===== src/rtl/ic_fetch.sv =====
// Fetch stage: owns the PC and next-PC select, drives the instruction SRAM,
// and holds the IC pipeline register that ID latches alongside the SRAM read data.
module ic_fetch #(
  parameter logic [31:0] RESET_PC = 32'hBFC0_0000,
  parameter int          ADEL_BIT = 4
) (
  input  logic        clk,
  input  logic        rst,
  input  logic [5:0]  stall,
  input  logic        flush,
  input  logic [31:0] new_pc,
  input  logic        br_e,
  input  logic [31:0] br_addr,
  output logic        inst_sram_en,
  output logic [3:0]  inst_sram_wen,
  output logic [31:0] inst_sram_addr,
  output logic [64:0] ic_to_id_bus
);

  logic [31:0] pc_reg;
  logic        ce_reg;
  logic        br_pend;
  logic [31:0] br_tgt;
  logic [31:0] ic_exc;
  logic        ic_ce;
  logic [31:0] ic_pc;

  logic        stall_pc;
  logic        stall_ic;
  logic        stall_id;
  logic        misaligned;
  logic [31:0] fetch_exc;
  logic        unused_stall;

  assign stall_pc     = stall[0];
  assign stall_ic     = stall[1];
  assign stall_id     = stall[2];
  assign unused_stall = ^stall[5:3];

  assign misaligned = (pc_reg[1:0] != 2'b00);

  always_comb begin
    fetch_exc           = 32'b0;
    fetch_exc[ADEL_BIT] = ce_reg & misaligned;
  end

  assign inst_sram_en   = ce_reg & ~stall_pc & ~misaligned;
  assign inst_sram_wen  = 4'b0000;
  assign inst_sram_addr = pc_reg;
  assign ic_to_id_bus   = {ic_exc, ic_ce, ic_pc};

  // PC stage: a branch resolved while the PC is stalled is parked in br_tgt
  // and applied on the first unstalled edge; flush always overrides it.
  always_ff @(posedge clk) begin
    if (rst) begin
      pc_reg  <= RESET_PC - 32'd4;
      ce_reg  <= 1'b0;
      br_pend <= 1'b0;
      br_tgt  <= 32'b0;
    end else if (flush) begin
      pc_reg  <= new_pc;
      ce_reg  <= 1'b1;
      br_pend <= 1'b0;
    end else if (stall_pc) begin
      if (br_e) begin
        br_pend <= 1'b1;
        br_tgt  <= br_addr;
      end
    end else if (br_e) begin
      pc_reg  <= br_addr;
      ce_reg  <= 1'b1;
      br_pend <= 1'b0;
    end else if (br_pend) begin
      pc_reg  <= br_tgt;
      ce_reg  <= 1'b1;
      br_pend <= 1'b0;
    end else begin
      pc_reg  <= pc_reg + 32'd4;
      ce_reg  <= 1'b1;
    end
  end

  // IC stage: wrong-path and stale fetches are squashed to a bubble
  always_ff @(posedge clk) begin
    if (rst || flush || br_e || (br_pend && !stall_pc) || (stall_ic && !stall_id)) begin
      ic_exc <= 32'b0;
      ic_ce  <= 1'b0;
      ic_pc  <= 32'b0;
    end else if (!stall_ic) begin
      ic_exc <= fetch_exc;
      ic_ce  <= ce_reg;
      ic_pc  <= pc_reg;
    end
  end

endmodule


===== config.mk =====
export PLATFORM = sky130hd
export DESIGN_NAME = ic_fetch
export DESIGN_NICKNAME = d
export VERILOG_FILES = /design/src/rtl/ic_fetch.sv
export SDC_FILE = /design/constraint.sdc
export NUM_CORES = 1
export LEC_CHECK = 0
export CAP_MARGIN = 20
export CORE_MARGIN = 2
export CORE_UTILIZATION = 58
export CTS_BUF_LIST = sky130_fd_sc_hd__clkbuf_4 sky130_fd_sc_hd__clkbuf_8 sky130_fd_sc_hd__clkbuf_16
export DETAILED_ROUTE_END_ITERATION = 16
export DONT_BUFFER_PORTS = 1
export GPL_ROUTABILITY_DRIVEN = 0
export HOLD_SLACK_MARGIN = 0.02
export PLACE_DENSITY = 0.76
export SETUP_SLACK_MARGIN = 0.1
export SLEW_MARGIN = 5
export SYNTH_ARGS = -nofsm -noshare
export SYNTH_HDL_FRONTEND = slang
export SYNTH_SLANG_ARGS = --single-unit

===== constraint.sdc =====
create_clock -name clk -period 2.1 [get_ports clk]
set_clock_uncertainty 0.15 [all_clocks]
set_input_delay 0.21 -clock clk [delete_from_list [all_inputs] [get_ports clk]]
set_output_delay 0.21 -clock clk [all_outputs]
set_load 0.01 [all_outputs]

Word-level counts from Yosys, hierarchy flattened
Index checks and enable logic that the tools add are counted.

Reductions and logical operators: 11. Add/subtract/negate cells: 1. Bitwise logic cells: 6. Equal/unequal tests: 1. Mux-type cells: 6.

Operators by type and width (number): 32-bit 2-to-1 mux (4); 32-bit by 3-bit adder with 32-bit output (second input constant) (1); 1-bit logical OR (4); 1-bit AND (3); 1-bit NOT (3); 3-bit AND reduction (1); 3-bit OR reduction (1); 1-bit logical AND (2); 1-bit zero test (2); 1-bit 2-to-1 mux (2); 2-bit by 1-bit != test with 1-bit output (second input constant) (1); 2-bit nonzero test (1).

Word-level logic and storage cells: 32. Output and inout bits: 102. Register bits: 100. Bits of input ports: 74.

Depth between registers and ports, before layout
Word-level depth: 5. Gate-level depth with buffers: 8.

Worst setup path before layout
No wires, ideal clock.

Path kind: reg-to-reg. From: register pc_reg[6] (netlist: inst_sram_addr[6]). To: register pc_reg[18] (netlist: inst_sram_addr[18]). Library setup time: 74 ps. Required time: 1876 ps. Arrival: 2154 ps. Buffers on the path: 2. Cell stages (with the launch flop): 8. Path slack: -277 ps. Clock period less this slack: 2377 ps. Path through: dfxtp_1 > clkbuf_1 > nand4_1 > or4_1 > buf_2 > or4_1 > a211o_1 > o211ai_2.

Word-level cells in the longest chain between the ends: 5.

RTL lines: start: declaration (RTL line 20) `logic [31:0] pc_reg;`; start signal: assignment (RTL line 56) `pc_reg <= RESET_PC - 32'd4;`; start signal: assignment (RTL line 61) `pc_reg <= new_pc;`; start signal: assignment (RTL line 70) `pc_reg <= br_addr;`; 32-bit by 3-bit adder with 32-bit output (RTL line 78) `pc_reg <= pc_reg + 32'd4;`; 32-bit 2-to-1 mux (RTL line 73) `end else if (br_pend) begin`; 32-bit 2-to-1 mux (RTL line 69) `end else if (br_e) begin`; 32-bit 2-to-1 mux (RTL line 64) `end else if (stall_pc) begin`; 32-bit 2-to-1 mux (RTL line 60) `end else if (flush) begin`.

Every way passes these cells. The select of a mux whose other input is x is not followed. A chain may end at the register's enable or synchronous reset.

Final worst setup path
Ends and elaborated chain as after synthesis.

==> impl_metrics.py <==
metrics = {
    "status": {
        "outcome": "complete, but fails checks",
        "violations": "negative setup slack",
    },
    "timing": {
        "timing.hold.ws_ns": 0.0114,
        "slew_viol_final": 0,
        "finalSetupViolCount": 1,
        "tightest_slew_ns": 0.808,
        "rsz0062_at_grt": "yes",
        "hold_viol_final": 0,
        "tns_ns": -0.00530,
        "setup_slack_ns": -0.00530,
        "layout_min_cycle_time_ns": 2.11,
        "fin_crit_sh": 1.00,
        "maxSlewHeadroom": 0.460,
        "clock.fmax_ghz": 0.475,
    },
    "worst_hold_path": {
        "hold_path_class": "primary input to register",
        "worstHoldStart": "stall[0]",
        "min_to": "inst_sram_addr[24]",
        "worstHoldPathCells": 3,
    },
    "finish": {
        "final_cell_mix": "104 x nand2_1, 88 x dfxtp_1, 84 x dlygate4sd3_1",
        "final_util": 0.763,
        "layout_commonest_cell": "nand2_1",
        "final_cell_count_no_fill": 885,
        "fillers": 637,
        "diodes": 0,
        "drive_above_1_share": 0.140,
        "fin_nets": 847,
        "design_area_mm2": 0.00668,
        "syn2layout_area_growth_pct": 27.0,
    },
    "setup_path": {
        "cp_max_fo": 6,
        "r2r-start": "inst_sram_addr[6]",
        "worst-endpoint-arrival_ns": 2.28,
        "r2r_slack_ns": -0.005,
        "setup.worst_path.class": "register to register",
        "rr_endpoint": "inst_sram_addr[18]",
        "rr_worst_depth": 5,
        "cp.required_ns": 2.27,
        "cp-start-kind": "register",
        "endpoint_kind": "register",
    },
    "synth": {
        "synth_compound_area_frac": 0.187,
        "synth_area_leaders": "dfxtp_1 38%, mux2i_1 8.6%, nand2_1 7.4%",
        "synth_xor_area_frac": 0.0216,
        "synth-simple-area-share": 0.224,
        "yosysTopAreaCellShare": 0.380,
        "ys.flop_type": "dfxtp_1",
        "synth_edf_count": 0,
        "ys_async_sr_fraction": 0,
        "netlist_instances": 673,
        "synth_seq_cells": 100,
        "synth_fa_ha_area_frac": 0.00238,
        "yosysWarnings": 0,
        "yosysSeqAreaShare": 0.380,
        "synth_area_mm2": 0.00526,
        "muxShareOfSynthArea": 0.0899,
        "syn_area_per_cell_um2": 7.82,
        "yosys.area.top_type": "dfxtp_1",
        "synth_top_family_by_area": "simple AND/OR/NAND/NOR gates",
        "yosysUniqueCellTypes": 55,
    },
    "placement": {
        "dpl_worst_slack_ns": 0.0245,
        "place.port_buffers": 0,
        "dp_cells": 779,
        "dpl_cell_area_mm2": 0.00547,
        "hpwl_um": 11000,
    },
    "global_route": {
        "grtUsageTotal": 0.358,
        "grt_max_degree": 55,
        "grt_pass1_wl_um": 28000,
        "antenna_found_initial": 0,
        "grt_overflow": 0,
        "grt_pass1_vias": 5450,
    },
    "detailed_routing": {
        "num_vias": 5667,
        "drt-total-wl_um": 18300,
        "wl_per_cell_um": 20.6,
        "drcViolationCount": 0,
        "drt_iter0_drc": 702,
        "firstDrtPassIters": 6,
        "routed_via_density": 6.40,
        "antenna_left": 0,
    },
    "power_and_ir_drop": {
        "power_density_mw_per_mm2": 650,
        "vdd_drop_max_uv": 430,
        "p_total_mw": 4.35,
        "leakage_nw": 2.69,
    },
    "die": {
        "io-pin-count": 176,
        "die_x_um": 99.3,
        "die_height_um": 99.3,
        "dieArea_mm2": 0.00985,
        "core_mm2": 0.00876,
        "rows": 34,
        "start_util": 0.601,
    },
    "clocking": {
        "cts_tree": "done",
        "clkTransAtPathRegs_ns": 0.11,
        "cts_buffers": 9,
        "hold_buffers": 88,
        "cts_buffer_depth": 2,
        "cts_max_level": 3,
        "cts.sinks": 100,
        "clockRootBuffer": "clkbuf_8",
        "clock_latency_ns": 0.38,
    },
    "run": {
        "drv_cap": 0,
    },
}
## cell families after synthesis
family | count (synthesis)
and+or+nand+nor | 262
AOI/OAI and AO/OA | 154
DFF | 100
buffers and inverters | 95
muxes | 47
xor gates and xnor gates | 13
adders and majority gates | 1
other | 1
## worst max-delay path by stage
stage	endpoint	cells after the start	slack, ns	start
floorplan	inst_sram_addr[18]	7	-0.09	inst_sram_addr[6]
global placement	inst_sram_addr[18]	5	0.05	inst_sram_addr[9]
detailed placement	inst_sram_addr[18]	5	0.02	inst_sram_addr[9]
CTS	inst_sram_addr[18]	5	0.02	inst_sram_addr[8]
global route	inst_sram_addr[18]	5	-0.02	inst_sram_addr[8]
finish	inst_sram_addr[18]	5	-0.005	inst_sram_addr[6]
## where the power goes
group | switching, mW | total (mW) | internal (mW)
Clock | 0.713 | 1.30 | 0.583
Combinational | 0.555 | 0.991 | 0.436
Sequential | 0.0765 | 2.06 | 1.98
Total | 1.34 | 4.35 | 3.00
## what timing repair did
action                                  in CTS  in global routing
gates resized for setup                      9                 17
endpoints found under the hold margin       98                  1
gates cloned                                 0                  1
buffers inserted                             1                  0
pin swaps                                    2                  4
endpoints found under the setup margin       9                 22
## cell type report
class / instances / area (um^2) / share of cell area
well taps: 108 / 135 / 0.0202
clock buffers: 11 / 139 / 0.0208
inverters: 7 / 26.3 / 0.00393
repair buffers: 142 / 1330 / 0.199
flip-flops and latches: 100 / 2020 / 0.302
clock inverters: 5 / 61.3 / 0.00917
multi-input cells: 512 / 2980 / 0.446
## critical path, cell delays in order, from the launching register on
cell and delay [ns]:
dfxtp_2 0.36, nand4_1 0.14, or4_4 0.59, or4_4 0.43, a211o_1 0.31, o211ai_2 0.06
## synthesized netlist by cell type, types with 3 or more instances
cell and number:
nand3_1 22, o21ai_0 27, a211oi_1 4, buf_1 7, xor2_1 5, inv_1 5
xnor2_1 8, mux2i_1 45, nor2b_1 5, nor2_1 71, nand3b_1 3, a2bb2oi_1 5
o311ai_0 4, dfxtp_1 100, nand2_1 104, a31oi_1 9, o211ai_1 7, nand2b_1 8
and3_1 7, nand4_1 7, nor4_1 6, or4_1 3, o22ai_1 4, a21oi_1 55
buf_4 36, clkbuf_1 43, or3_1 3, nor3_1 15, o2111ai_1 3, a22oi_1 9
a221oi_1 8
## metal layers
layer	track usage	routed length [um]
met3	0.102	2440
met1	0.465	6860
met4	0.156	821
met2	0.559	8150
met5	0	0
No activity file was read; power rests on OpenSTA's default activity.
